===== config.mk =====
export PLATFORM = sky130hd
export DESIGN_NAME = execute_stage
export DESIGN_NICKNAME = d
export VERILOG_FILES = /design/src/rtl/execute_stage.sv
export SDC_FILE = /design/constraint.sdc
export NUM_CORES = 1
export LEC_CHECK = 0
export ABC_AREA = 1
export CORE_ASPECT_RATIO = 1.75
export CORE_MARGIN = 4
export CORE_UTILIZATION = 52
export DETAILED_ROUTE_END_ITERATION = 16
export PLACE_DENSITY = 0.84
export SLEW_MARGIN = 20
export SYNTH_ARGS = -nofsm -noshare
export SYNTH_HDL_FRONTEND = slang
export SYNTH_SLANG_ARGS = --single-unit

===== constraint.sdc =====
create_clock -name clk -period 3.8 [get_ports clk]
set_input_delay 0.38 -clock clk [delete_from_list [all_inputs] [get_ports clk]]
set_output_delay 0.38 -clock clk [all_outputs]
set_load 0.01 [all_outputs]

===== src/rtl/execute_stage.sv =====
// EX stage: operand forwarding, single-cycle ALU, branch/jump resolution and EX/MEM register.
// Optional iterative MUL/DIVU/REMU unit, built only when EXEC_MULDIV_EN is defined.
module execute_stage #(
  parameter int DATA_W = 16,
  parameter int RA_W   = 4
) (
  input  logic              clk,
  input  logic              rst,
  input  logic              regWriteE,
  input  logic              memWriteE,
  input  logic [1:0]        resultSrcE,
  input  logic [3:0]        aluCtrlE,
  input  logic              aluSrcE,
  input  logic              branchE,
  input  logic              jumpE,
  input  logic [DATA_W-1:0] rd1E,
  input  logic [DATA_W-1:0] rd2E,
  input  logic [DATA_W-1:0] immExtE,
  input  logic [DATA_W-1:0] PCE,
  input  logic [DATA_W-1:0] PCPlus2E,
  input  logic [RA_W-1:0]   RdE,
  input  logic [1:0]        fwdAE,
  input  logic [1:0]        fwdBE,
  input  logic [DATA_W-1:0] resultW,
  input  logic              flushE,
  output logic              regWriteM,
  output logic              memWriteM,
  output logic [1:0]        resultSrcM,
  output logic [DATA_W-1:0] aluResM,
  output logic [DATA_W-1:0] writeDataM,
  output logic [DATA_W-1:0] PCPlus2M,
  output logic [RA_W-1:0]   RdM,
  output logic              PCSrcE,
  output logic [DATA_W-1:0] PCTargetE,
  output logic              busyE
);

  localparam logic [3:0] OP_ADD   = 4'b0000;
  localparam logic [3:0] OP_SUB   = 4'b0001;
  localparam logic [3:0] OP_AND   = 4'b0010;
  localparam logic [3:0] OP_OR    = 4'b0011;
  localparam logic [3:0] OP_XOR   = 4'b0100;
  localparam logic [3:0] OP_SLL   = 4'b0101;
  localparam logic [3:0] OP_SRL   = 4'b0110;
  localparam logic [3:0] OP_SRA   = 4'b0111;
  localparam logic [3:0] OP_SLT   = 4'b1000;
  localparam logic [3:0] OP_MUL   = 4'b1001;
  localparam logic [3:0] OP_DIVU  = 4'b1010;
  localparam logic [3:0] OP_REMU  = 4'b1011;
  localparam logic [3:0] OP_PASSB = 4'b1100;

  logic [DATA_W-1:0] src_a, fwd_b, src_b, alu_res, diff;
  logic              zero_e, busy;

  logic              md_done, md_rw, md_mw;
  logic [1:0]        md_rs;
  logic [RA_W-1:0]   md_rd;
  logic [DATA_W-1:0] md_res, md_pc2, md_wd;

  always_comb begin
    case (fwdAE)
      2'b01:   src_a = resultW;
      2'b10:   src_a = aluResM;
      default: src_a = rd1E;
    endcase
    case (fwdBE)
      2'b01:   fwd_b = resultW;
      2'b10:   fwd_b = aluResM;
      default: fwd_b = rd2E;
    endcase
  end

  assign src_b     = aluSrcE ? immExtE : fwd_b;
  assign diff      = src_a - src_b;
  assign zero_e    = (diff == '0);
  assign PCSrcE    = jumpE | (branchE & zero_e);
  assign PCTargetE = PCE + immExtE;
  assign busyE     = busy;

  // MUL/DIV codes fall into the default: they produce 0 on the single-cycle path
  always_comb begin
    alu_res = '0;
    case (aluCtrlE)
      OP_ADD:   alu_res = src_a + src_b;
      OP_SUB:   alu_res = diff;
      OP_AND:   alu_res = src_a & src_b;
      OP_OR:    alu_res = src_a | src_b;
      OP_XOR:   alu_res = src_a ^ src_b;
      OP_SLL:   alu_res = src_a << src_b[3:0];
      OP_SRL:   alu_res = src_a >> src_b[3:0];
      OP_SRA:   alu_res = $unsigned($signed(src_a) >>> src_b[3:0]);
      OP_SLT:   alu_res = {{(DATA_W-1){1'b0}}, ($signed(src_a) < $signed(src_b))};
      OP_PASSB: alu_res = src_b;
      default:  alu_res = '0;
    endcase
  end

`ifdef EXEC_MULDIV_EN
  typedef enum logic [1:0] {IDLE, RUN, DONE} md_state_t;
  localparam logic [1:0] MD_MUL  = 2'b01;
  localparam logic [1:0] MD_DIVU = 2'b10;

  md_state_t         state_q;
  logic [3:0]        cnt_q;
  logic [1:0]        op_q;
  logic [DATA_W-1:0] a_q, b_q, acc_q;
  logic              lat_rw_q, lat_mw_q;
  logic [1:0]        lat_rs_q;
  logic [RA_W-1:0]   lat_rd_q;
  logic [DATA_W-1:0] lat_pc2_q, lat_wd_q;
  logic              is_md, md_start;
  logic [DATA_W:0]   rem_shift;
  logic [DATA_W-1:0] rem_diff;

  assign is_md     = (aluCtrlE == OP_MUL) || (aluCtrlE == OP_DIVU) || (aluCtrlE == OP_REMU);
  assign md_start  = (state_q == IDLE) && is_md && !flushE;
  assign busy      = md_start || (state_q == RUN);
  assign md_done   = (state_q == DONE);
  // Division: a_q shifts the dividend out and collects quotient bits, acc_q is the remainder
  assign rem_shift = {acc_q, a_q[DATA_W-1]};
  assign rem_diff  = rem_shift[DATA_W-1:0] - b_q;
  assign md_res    = (op_q == MD_DIVU) ? a_q : acc_q;
  assign md_rw     = lat_rw_q;
  assign md_mw     = lat_mw_q;
  assign md_rs     = lat_rs_q;
  assign md_rd     = lat_rd_q;
  assign md_pc2    = lat_pc2_q;
  assign md_wd     = lat_wd_q;

  always_ff @(posedge clk or posedge rst) begin
    if (rst) begin
      state_q   <= IDLE;
      cnt_q     <= '0;
      op_q      <= '0;
      a_q       <= '0;
      b_q       <= '0;
      acc_q     <= '0;
      lat_rw_q  <= 1'b0;
      lat_mw_q  <= 1'b0;
      lat_rs_q  <= '0;
      lat_rd_q  <= '0;
      lat_pc2_q <= '0;
      lat_wd_q  <= '0;
    end else begin
      case (state_q)
        IDLE: begin
          if (md_start) begin
            state_q   <= RUN;
            cnt_q     <= '0;
            op_q      <= aluCtrlE[1:0];
            a_q       <= src_a;
            b_q       <= src_b;
            acc_q     <= '0;
            lat_rw_q  <= regWriteE;
            lat_mw_q  <= memWriteE;
            lat_rs_q  <= resultSrcE;
            lat_rd_q  <= RdE;
            lat_pc2_q <= PCPlus2E;
            lat_wd_q  <= fwd_b;
          end
        end
        RUN: begin
          if (flushE) begin
            state_q <= IDLE;
          end else begin
            if (op_q == MD_MUL) begin
              if (b_q[0]) acc_q <= acc_q + a_q;
              a_q <= a_q << 1;
              b_q <= b_q >> 1;
            end else if (rem_shift >= {1'b0, b_q}) begin
              acc_q <= rem_diff;
              a_q   <= {a_q[DATA_W-2:0], 1'b1};
            end else begin
              acc_q <= rem_shift[DATA_W-1:0];
              a_q   <= {a_q[DATA_W-2:0], 1'b0};
            end
            cnt_q <= cnt_q + 4'd1;
            if (cnt_q == 4'd15) state_q <= DONE;
          end
        end
        default: state_q <= IDLE;
      endcase
    end
  end
`else
  assign busy    = 1'b0;
  assign md_done = 1'b0;
  assign md_res  = '0;
  assign md_rw   = 1'b0;
  assign md_mw   = 1'b0;
  assign md_rs   = '0;
  assign md_rd   = '0;
  assign md_pc2  = '0;
  assign md_wd   = '0;
`endif

  logic              reg_write_d, reg_write_q, mem_write_d, mem_write_q;
  logic [1:0]        result_src_d, result_src_q;
  logic [DATA_W-1:0] alu_res_d, alu_res_q, write_data_d, write_data_q, pc_plus2_d, pc_plus2_q;
  logic [RA_W-1:0]   rd_d, rd_q;

  // Bubbles are all-zero so downstream sees deterministic values
  always_comb begin
    reg_write_d  = 1'b0;
    mem_write_d  = 1'b0;
    result_src_d = '0;
    alu_res_d    = '0;
    write_data_d = '0;
    pc_plus2_d   = '0;
    rd_d         = '0;
    if (!flushE) begin
      if (md_done) begin
        reg_write_d  = md_rw;
        mem_write_d  = md_mw;
        result_src_d = md_rs;
        alu_res_d    = md_res;
        write_data_d = md_wd;
        pc_plus2_d   = md_pc2;
        rd_d         = md_rd;
      end else if (!busy) begin
        reg_write_d  = regWriteE;
        mem_write_d  = memWriteE;
        result_src_d = resultSrcE;
        alu_res_d    = alu_res;
        write_data_d = fwd_b;
        pc_plus2_d   = PCPlus2E;
        rd_d         = RdE;
      end
    end
  end

  always_ff @(posedge clk or posedge rst) begin
    if (rst) begin
      reg_write_q  <= 1'b0;
      mem_write_q  <= 1'b0;
      result_src_q <= '0;
      alu_res_q    <= '0;
      write_data_q <= '0;
      pc_plus2_q   <= '0;
      rd_q         <= '0;
    end else begin
      reg_write_q  <= reg_write_d;
      mem_write_q  <= mem_write_d;
      result_src_q <= result_src_d;
      alu_res_q    <= alu_res_d;
      write_data_q <= write_data_d;
      pc_plus2_q   <= pc_plus2_d;
      rd_q         <= rd_d;
    end
  end

  assign regWriteM  = reg_write_q;
  assign memWriteM  = mem_write_q;
  assign resultSrcM = result_src_q;
  assign aluResM    = alu_res_q;
  assign writeDataM = write_data_q;
  assign PCPlus2M   = pc_plus2_q;
  assign RdM        = rd_q;

endmodule


==> impl_metrics.yaml, run 1 <==
drt:
  via_per_inst: 6.08
  wire_per_inst_um: 21.8
  drtAntennaViolNets: 0
  wirelength_mm: 38.6
  drt-initial-drc-count: 1464
  drc: 0
  dr.pass1.iters: 7
  via_count: 10795
clocking:
  cts_buffers: 5
  cts_hold_buf: 0
  cts-root-buf: "clkbuf_16"
  cts_num_sinks: 56
  clockBufferDepth: 2
  htree_levels: 2
  clk_pin_slew_ns: 0.08
  cts_tree: "done"
  clk_latency_ns: 0.31
synthesis:
  async_reset_ff_frac: 1.00
  netlist_area_mm2: 0.00770
  seq_area_frac_synth: 0.182
  syn-num-nets: 1461
  ys_ff_latch: 56
  synth.distinct_cells: 49
  synth_ff_type: "dfrtp_1"
  synth_edf_count: 0
  synth_warnings: 0
  postSynthCellCount: 1272
  syn-mean-instance-area_um2: 6.05
finish:
  area_growth_pct: 47.7
  final_layout_size_suffix_gt1_frac: 0.187
  final_cell_area_mm2: 0.0114
  layout_common_cells: "353 x nand2_1, 184 x nand3_1, 181 x clkdlybuf4s50_1, 179 x buf_4, 134 x inv_1"
  final_common_cell: "nand2_1"
  nNetsFinal: 1783
floorplanning:
  dieWidth_um: 100
  core_region_area_mm2: 0.0144
  die_y_um: 169
  die_area_mm2: 0.0169
  pin_count: 192
  start_util: 0.533
  placementRows: 58
sta:
  fmax_mhz: 267
  holdWs_ns: 0.584
  fin_skew_ns: 0.00680
  worst-slew-pin-transition_ns: 0.949
  fin_crit_ns: 3.74
  grt_setup_unrepaired: "yes"
  finalSetupViolCount: 0
  slew_viol_final: 0
  hold_violations: 0
  fin_crit_sh: 0.985
  relSlewSlack: 0.366
setup_path:
  cp_slowest_stage_delay_ns: 0.57
  rrSetupSlack_ns: 0.70
  end_kind: "primary output"
  cpMostUsedCell: "nand2_1"
  crit_chain: "clkdlybuf4s50_1 -> ha_1 -> nand3_1 -> nand2_1 -> a21oi_1 -> o21ai_1 -> a21boi_1 -> o21ai_1 -> nand3_1 -> nand2_1 -> nand2_1 -> nand2_1 -> clkdlybuf4s50_1"
  start_kind: "primary input"
  reg2reg_depth: 19
  crit_required_ns: 3.42
  critPathMaxFanout: 4
  r2r-start: "aluResM[0]$_DFF_PP0_"
  reg2reg_to: "aluResM[8]$_DFF_PP0_"
  worstPathArrival_ns: 3.36
  slowest_stage: "clkdlybuf4s50_1"
  crit_type: "primary input to primary output"
placement:
  io_buffers: 190
  place.gp.congestion: 1.09
  place_area_mm2: 0.0108
  dp_hpwl_mm: 30.0
hold_path:
  hp-start: "PCPlus2E[9]"
  whs_path_depth: 3
  hold_end: "PCPlus2M[9]$_DFF_PP0_"
  worstHoldPathType: "primary input to flip-flop"
power_and_ir_drop:
  leakage_nw: 5.83
  worst_ir_drop_vdd_mv: 0.212
  p_per_area_mw_per_mm2: 330
global_routing:
  grt_antenna_before_repair: 1
  grt_pass1_vias: 10967
  grt_max_degree: 44
  grtUsageTotal: 0.440
  grt_remaining_overflow: 0
  grt_pass1_wl_mm: 57.6
job:
  max_cap_violations: 0
outcome:
  status: "finished, final reports clean"
-- cells by family after synthesis --
logic type / after synthesis / synth area share
buffers and inverters: 209 / 0.120
DFF: 56 / 0.182
xor gates and xnor gates: 21 / 0.0239
adders and majority gates: 71 / 0.118
other: 1 / 0.000487
AOI/OAI and AO/OA: 192 / 0.144
and+or+nand+nor: 722 / 0.412
-- metrics by stage --
step | cells | total power [W] | setup WS (ns) | util | TNS (ns)
global route | 1776 | 0.00395 | -0.0546 | 0.787 | -0.0546
detailed placement | 1761 | 0.00301 | -1.00 | 0.748 | -3.36
floorplan | 1272 | 0.00186 | 0.461 | - | 0
CTS | 1775 | 0.00363 | -0.0618 | 0.782 | -0.0618
global placement | 1761 | 0.00298 | -0.904 | 0.748 | -2.32
finish | 1776 | 0.00376 | 0.0564 | 0.787 | 0
-- worst max path at each step --
stage	startpoint	to	slack [ns]	cells after the start
after global routing	fwdBE[0]	PCSrcE	-0.05	22
after global placement	fwdBE[0]	PCSrcE	-0.90	22
final	immExtE[2]	PCTargetE[13]	0.06	13
after detailed placement	fwdBE[0]	PCSrcE	-1.00	22
after floorplan	fwdBE[0]	PCSrcE	0.46	21
after CTS	fwdBE[0]	PCSrcE	-0.06	19
-- state kept, by name, summed over array words and instances (netlist names) --
signal and cells:
PCPlus2M 16, aluResM 16, writeDataM 16, RdM 4, resultSrcM 2, memWriteM 1, regWriteM 1
-- power breakdown --
part           internal [W]  switching [W]
Sequential         0.000641      0.0000294
Clock              0.000248       0.000240
Combinational       0.00114        0.00145
-- cell usage after synthesis, drive strengths merged (3+ instances only) --
cell type  instances  share of area
o21a              10         0.0098
a21oi             75          0.049
o221ai             6         0.0068
fa                 3         0.0078
nor2             113          0.056
and2               3         0.0024
nor3              17          0.014
o22ai              3         0.0024
or2                7         0.0057
nand4             10         0.0081
xnor2              5         0.0057
nand3b             6         0.0059
clkbuf            13         0.0063
a31oi              3         0.0024
o2111ai            3         0.0034
nand2            366           0.18
o21ai             77          0.053
nand3            198           0.14
a21boi             3         0.0034
xor2              16          0.018
inv              150          0.073
buf               46          0.041
o31ai              3         0.0029
dfrtp             56           0.18
o21bai             4         0.0039
ha                68           0.11
o211ai             3         0.0042
-- critical path: cells and delay by family --
family | cells | cell delay [ns]
buffers and inverters | 2 | 1.10
AND/OR/NAND/NOR | 6 | 0.60
adder cells (fa/ha/maj) | 1 | 0.44
AO/OA/AOI/OAI | 4 | 0.84
-- final cells by class --
type	count	area, um^2
multi-input cells	1007	5680
repair buffers	374	3340
fillers	1069	3070
flip-flops and latches	56	1400
inverters	150	571
well taps	180	225
clock buffers	5	125
clock inverters	3	22.5
diodes	1	2.50
-- routing by layer --
metal / wire, um / global-route usage / vias to the layer above
li1: - / - / 4780
met1: 11600 / 0.426 / 4795
met2: 18300 / 0.756 / 902
met3: 3710 / 0.0730 / 318
met4: 4960 / 0.440 / 0
met5: 0 / 0 / -
-- timing repair --
| action | CTS | global route |
|---|---|---|
| setup buffers | 4 | 0 |
| setup endpoints to repair | 7 | 4 |
| gates cloned | 2 | 0 |
| pin swaps | 17 | 12 |
| gates resized for setup | 74 | 25 |
(Power assumes the default switching activity.)
==> run 2: changes to the inputs <==
--- a/config.mk
+++ b/config.mk
@@ -6,6 +6,7 @@
 export NUM_CORES = 1
 export LEC_CHECK = 0
 export ABC_AREA = 1
+export CAP_MARGIN = 10
 export CORE_ASPECT_RATIO = 1.75
 export CORE_MARGIN = 4
 export CORE_UTILIZATION = 52
==> results of run 2 <==
Final layout, timing and power as in run 1 (identical DEF).
